--- src/rtl/product_accumulator.sv ---
// -----------------------------------------------------------------------------
// product_accumulator
//
// Sums fixed-length batches of COUNT unsigned products received over a
// valid/ready handshake. Each completed batch is presented on an output
// valid/ready handshake as a registered sum with a sticky overflow flag.
// This is the accumulate half of a multiply-accumulate datapath.
//
// Optional build macro: PRODUCT_ACCUMULATOR_SATURATE_EN
//   undefined : the accumulator wraps modulo 2^ACC_W on overflow
//   defined   : the accumulator saturates at 2^ACC_W - 1 on overflow
//   The overflow flag and the handshake timing are the same in both builds.
//
// Ports:
//   clk        in   rising-edge clock
//   rst_n      in   asynchronous active-low reset
//   clear      in   synchronous abort of the current batch or held result
//   in_valid   in   in_product is valid this cycle
//   in_ready   out  block can accept a product (ACCUM state)
//   in_product in   [PROD_W-1:0] unsigned product
//   out_valid  out  out_sum/out_ovf hold a completed batch (HOLD state)
//   out_ready  in   downstream accepts the batch
//   out_sum    out  [ACC_W-1:0] unsigned batch sum
//   out_ovf    out  batch sum exceeded 2^ACC_W - 1 at some point
// -----------------------------------------------------------------------------
module product_accumulator #(
    parameter int PROD_W = 8,
    parameter int ACC_W  = 12,
    parameter int COUNT  = 4,
    parameter int CNT_W  = 3
) (
    input  logic              clk,
    input  logic              rst_n,
    input  logic              clear,
    input  logic              in_valid,
    output logic              in_ready,
    input  logic [PROD_W-1:0] in_product,
    output logic              out_valid,
    input  logic              out_ready,
    output logic [ACC_W-1:0]  out_sum,
    output logic              out_ovf
);

    typedef enum logic [0:0] {
        ACCUM = 1'b0,
        HOLD  = 1'b1
    } state_t;

    state_t             state_r;
    state_t             state_nxt_s;
    logic [ACC_W-1:0]   acc_r;
    logic [ACC_W-1:0]   acc_nxt_s;
    logic [CNT_W-1:0]   cnt_r;
    logic [CNT_W-1:0]   cnt_nxt_s;
    logic               ovf_r;
    logic               ovf_nxt_s;
    logic [ACC_W-1:0]   sum_r;
    logic [ACC_W-1:0]   sum_nxt_s;
    logic               sum_ovf_r;
    logic               sum_ovf_nxt_s;

    logic               accept_s;
    logic [ACC_W:0]     sum_ext_s;
    logic [ACC_W-1:0]   acc_add_s;
    logic               ovf_add_s;
    logic               last_s;

    // Resolve the ACC_W+1-bit sum into the stored accumulator value: the
    // carry bit either wraps away or pins the accumulator at full scale.
    function automatic logic [ACC_W-1:0] resolve_acc(input logic [ACC_W:0] s);
`ifdef PRODUCT_ACCUMULATOR_SATURATE_EN
        if (s[ACC_W]) begin
            resolve_acc = {ACC_W{1'b1}};
        end else begin
            resolve_acc = s[ACC_W-1:0];
        end
`else
        resolve_acc = s[ACC_W-1:0];
`endif
    endfunction

    // Handshake flags are decoded from the state register alone, so they are
    // glitch-free and mutually exclusive.
    assign in_ready  = (state_r == ACCUM);
    assign out_valid = (state_r == HOLD);
    assign out_sum   = sum_r;
    assign out_ovf   = sum_ovf_r;

    assign accept_s  = in_valid & in_ready;
    assign sum_ext_s = {1'b0, acc_r} + {{(ACC_W + 1 - PROD_W){1'b0}}, in_product};
    assign acc_add_s = resolve_acc(sum_ext_s);
    assign ovf_add_s = ovf_r | sum_ext_s[ACC_W];
    assign last_s    = (cnt_r == CNT_W'(COUNT - 1));

    // Next-state and datapath update; clear overrides both handshakes.
    always_comb begin
        state_nxt_s   = state_r;
        acc_nxt_s     = acc_r;
        cnt_nxt_s     = cnt_r;
        ovf_nxt_s     = ovf_r;
        sum_nxt_s     = sum_r;
        sum_ovf_nxt_s = sum_ovf_r;

        if (clear) begin
            // The held result registers survive an abort; only the batch
            // state and the valid flag are dropped.
            state_nxt_s = ACCUM;
            acc_nxt_s   = {ACC_W{1'b0}};
            cnt_nxt_s   = {CNT_W{1'b0}};
            ovf_nxt_s   = 1'b0;
        end else begin
            case (state_r)
                ACCUM: begin
                    if (accept_s) begin
                        if (last_s) begin
                            sum_nxt_s     = acc_add_s;
                            sum_ovf_nxt_s = ovf_add_s;
                            acc_nxt_s     = {ACC_W{1'b0}};
                            cnt_nxt_s     = {CNT_W{1'b0}};
                            ovf_nxt_s     = 1'b0;
                            state_nxt_s   = HOLD;
                        end else begin
                            acc_nxt_s = acc_add_s;
                            ovf_nxt_s = ovf_add_s;
                            cnt_nxt_s = cnt_r + CNT_W'(1);
                        end
                    end else begin
                        state_nxt_s = ACCUM;
                    end
                end
                HOLD: begin
                    // Nothing is accepted in the handoff cycle because
                    // in_ready only rises once the state is back in ACCUM.
                    if (out_ready) begin
                        state_nxt_s = ACCUM;
                    end else begin
                        state_nxt_s = HOLD;
                    end
                end
                default: begin
                    state_nxt_s = ACCUM;
                    acc_nxt_s   = {ACC_W{1'b0}};
                    cnt_nxt_s   = {CNT_W{1'b0}};
                    ovf_nxt_s   = 1'b0;
                end
            endcase
        end
    end

    // State and datapath registers.
    always_ff @(posedge clk or negedge rst_n) begin
        if (!rst_n) begin
            state_r   <= ACCUM;
            acc_r     <= {ACC_W{1'b0}};
            cnt_r     <= {CNT_W{1'b0}};
            ovf_r     <= 1'b0;
            sum_r     <= {ACC_W{1'b0}};
            sum_ovf_r <= 1'b0;
        end else begin
            state_r   <= state_nxt_s;
            acc_r     <= acc_nxt_s;
            cnt_r     <= cnt_nxt_s;
            ovf_r     <= ovf_nxt_s;
            sum_r     <= sum_nxt_s;
            sum_ovf_r <= sum_ovf_nxt_s;
        end
    end

endmodule

--- config.mk ---
export PLATFORM = sky130hd
export DESIGN_NAME = product_accumulator
export DESIGN_NICKNAME = d
export VERILOG_FILES = /design/src/rtl/product_accumulator.sv
export SDC_FILE = /design/constraint.sdc
export NUM_CORES = 1
export LEC_CHECK = 0
export ABC_CLOCK_PERIOD_IN_PS = 1840
export CORE_MARGIN = 4
export CORE_UTILIZATION = 47
export DETAILED_ROUTE_END_ITERATION = 10
export GPL_TIMING_DRIVEN = 0
export PLACE_DENSITY = 0.75
export RECOVER_POWER = 50
export SYNTH_ARGS = -nofsm -noshare
export SYNTH_HDL_FRONTEND = slang
export SYNTH_SLANG_ARGS = --single-unit
--- constraint.sdc ---
create_clock -name clk -period 1.84 [get_ports clk]
set_input_delay 0.184 -clock clk [delete_from_list [all_inputs] [get_ports clk]]
set_output_delay 0.184 -clock clk [all_outputs]
set_load 0.02 [all_outputs]
==> reports/metrics.cfg <==
[finish]
mostFrequentLayoutCells = 30 x dfrtp_1, 25 x clkdlybuf4s50_1, 17 x nand2_1
layout-drive-gt1-share_pct = 21.2
area_delta_synth_final_pct = 31.5
fin_cells = 239
fin_nets = 216
final_area_um2 = 2140
n_antenna_cell = 0
postLayoutCoreUtil_pct = 64.0
final_common_cell = dfrtp_1

[placement]
port_buffers = 26
dp_cells = 228
gp_congestion = 0.775
placed_cell_area_um2 = 1970
dp_hpwl_um = 2460

[logic_synthesis]
synth_warnings = 0
postSynth.asyncResetShare_pct = 100
synth-main-ff-cell = dfrtp_1
avgSynthCellArea_um2 = 10.4
yosysSeqAreaShare_pct = 46.2
synth-seq-cells = 30
synth_edf_count = 0
ys_types = 33
syn-num-nets = 179
yosysTopAreaCellShare_pct = 46.2
yosysTopAreaCell = dfrtp_1
syn-cell-area_um2 = 1620
synth.area.top_cells = dfrtp_1 46%, ha_1 6.9%, a21oi_1 4.9%
syn_inst = 156

[timing]
slew_headroom_pct = 51.3
finalHoldViolations = 0
worst_pin_slew_ns = 0.730
setup_viol = 2
max_freq_mhz = 531
grt_setup_unrepaired = yes
timing.final.crit_share_pct = 102
worst_slack_ns = -0.0447
drv_slew = 0
fin_crit_ns = 1.88
skew_ns = 0.00631
fin_hold_ws_ns = 0.228

[grt]
grt_pass1_vias = 1336
track_usage_pct = 17.7
antenna_found_initial = 0
grt_overflow = 0
grt_max_degree = 31
grt_pass1_wl_um = 5840

[floorplan]
die_area_um2 = 4460
chipWidth_um = 66.8
ioPinCount = 28
row_count = 21
die_h_um = 66.8
initial_core_util_pct = 48.7
core_region_area_um2 = 3340

[detailed_routing]
routedWlPerCell_um = 15.0
ant_nets = 0
remaining_drc_errors = 0
routed_wl_um = 3600
drt_iter0_markers = 66
viasPerCell = 5.36
firstDrtPassIters = 4
vias = 1280

[critical_path]
criticalPathCategory = register to register
end_kind = register
crit_arrival_ns = 2.11
worstPathRequired_ns = 2.06
startpoint_type = register
cp_max_fo = 4

[power_and_ir_drop]
vdd_ir_drop_max_v = 0.000485
power.leakage_nw = 0.923
powerDensity_nw_per_um2 = 803

[clocking]
htree_levels = 2
cts_buffers = 5
insertion_delay_ns = 0.33
cts_tree = built
cts_root_buf = clkbuf_4
clock_sinks = 30
cts.reportedPaths.clkPinSlew_ns = 0.09
clk_path_buf_depth = 2

[flow_run]
max_cap_violations = 0

[run_status]
violations = negative setup slack
status = complete, but fails checks

[hold_path]
hp-class = input port to register

## metrics by stage
step	TNS [ns]	setup WS [ns]	total power [mW]
detailed placement	-4.60	-0.412	1.29
global route	-0.436	-0.127	1.82
global placement	-3.98	-0.355	1.28
finish	-0.0602	-0.0447	1.71
CTS	-0.00378	-0.00378	1.69
floorplan	0	0.0434	1.11
## sequential cells by signal, summed over array words and instances (netlist names)
signal / count
out_sum: 12
cnt_r: 3
acc_r: 12
out_valid: 1
ovf_r: 1
out_ovf: 1
## cell usage after synthesis (all sizes together) (2+ instances only)
master  number
a31oi        2
xnor2        4
a21oi       16
a22o         7
clkbuf       4
nor2b        3
mux2         7
nand2b       7
ha           9
o211ai       2
o21ai       13
nand2       17
dfrtp       30
mux2i        3
a211oi       2
buf          2
inv          5
xor2         6
nor2         8
## metal layers
metal | wire length (um) | vias up | global-route usage [%]
met4 | 60 | 0 | 6.85
met3 | 178 | 6 | 4.72
met5 | 0 | - | 0
met1 | 1500 | 618 | 21.1
met2 | 1860 | 29 | 30.2
li1 | - | 627 | -
## power by group
| part | internal (mW) | switching (mW) | leakage (nW) |
|---|---|---|---|
| registers | 0.729 | 0.0458 | 0.409 |
| logic | 0.283 | 0.295 | 0.484 |
| clock network | 0.137 | 0.225 | 0.0308 |
| total | 1.15 | 0.565 | 0.923 |
## worst paths after layout
check / cells after the start / slack, ns / to / start
worst max register to register: 6 / -0.04 / out_sum[7]$_DFFE_PN0P_ / acc_r[2]$_DFFE_PN0P_
worst max-delay path: 6 / -0.04 / out_sum[7]$_DFFE_PN0P_ / acc_r[2]$_DFFE_PN0P_
min in group asynchronous: 2 / 0.44 / out_sum[11]$_DFFE_PN0P_ / rst_n
worst min-delay path: 2 / 0.23 / cnt_r[1]$_DFFE_PN0P_ / clear
max in group asynchronous: 2 / 0.94 / acc_r[1]$_DFFE_PN0P_ / rst_n
worst min register to register: 2 / 0.49 / out_sum[9]$_DFFE_PN0P_ / out_sum[9]$_DFFE_PN0P_
## cells by family (layout without fill, tap and decap cells)
kind of cell,after synthesis,after routing,share of synthesized area [%]
adder cells (fa/ha/maj),10,10,8.17
AND/OR/NAND/NOR,38,38,11.3
XOR/XNOR,10,10,5.39
buffers and inverters,11,48,3.16
multiplexers,10,10,6.70
flip-flops,30,30,46.2
AO/OA/AOI/OAI,47,47,19.0
## cell type report
type / count / area, um2
Tap cell: 46 / 57.6
Clock inverter: 2 / 10.0
Buffer: 5 / 27.5
Timing Repair Buffer: 31 / 295
Fill cell: 281 / 1200
Inverter: 5 / 18.8
Multi-Input combinational cell: 115 / 938
Clock buffer: 5 / 37.5
Sequential cell: 30 / 751
## critical path, stage by stage (launching register included)
cell and delay [ns]:
dfrtp_1 0.42, ha_4 0.25, o211ai_1 0.33, o21ai_2 0.17, a31oi_2 0.23, xnor2_1 0.11
mux2_2 0.27
## repair_timing
action / 4_1_cts / 5_1_grt
endpoints found under the hold margin: 0 / 30
gates resized for setup: 8 / 12
setup endpoints to repair: 11 / 19
setup buffers: 2 / 2
hold buffers: 0 / 1
pin swaps: 5 / 9
Note: power is estimated with default switching activity, not from simulation.
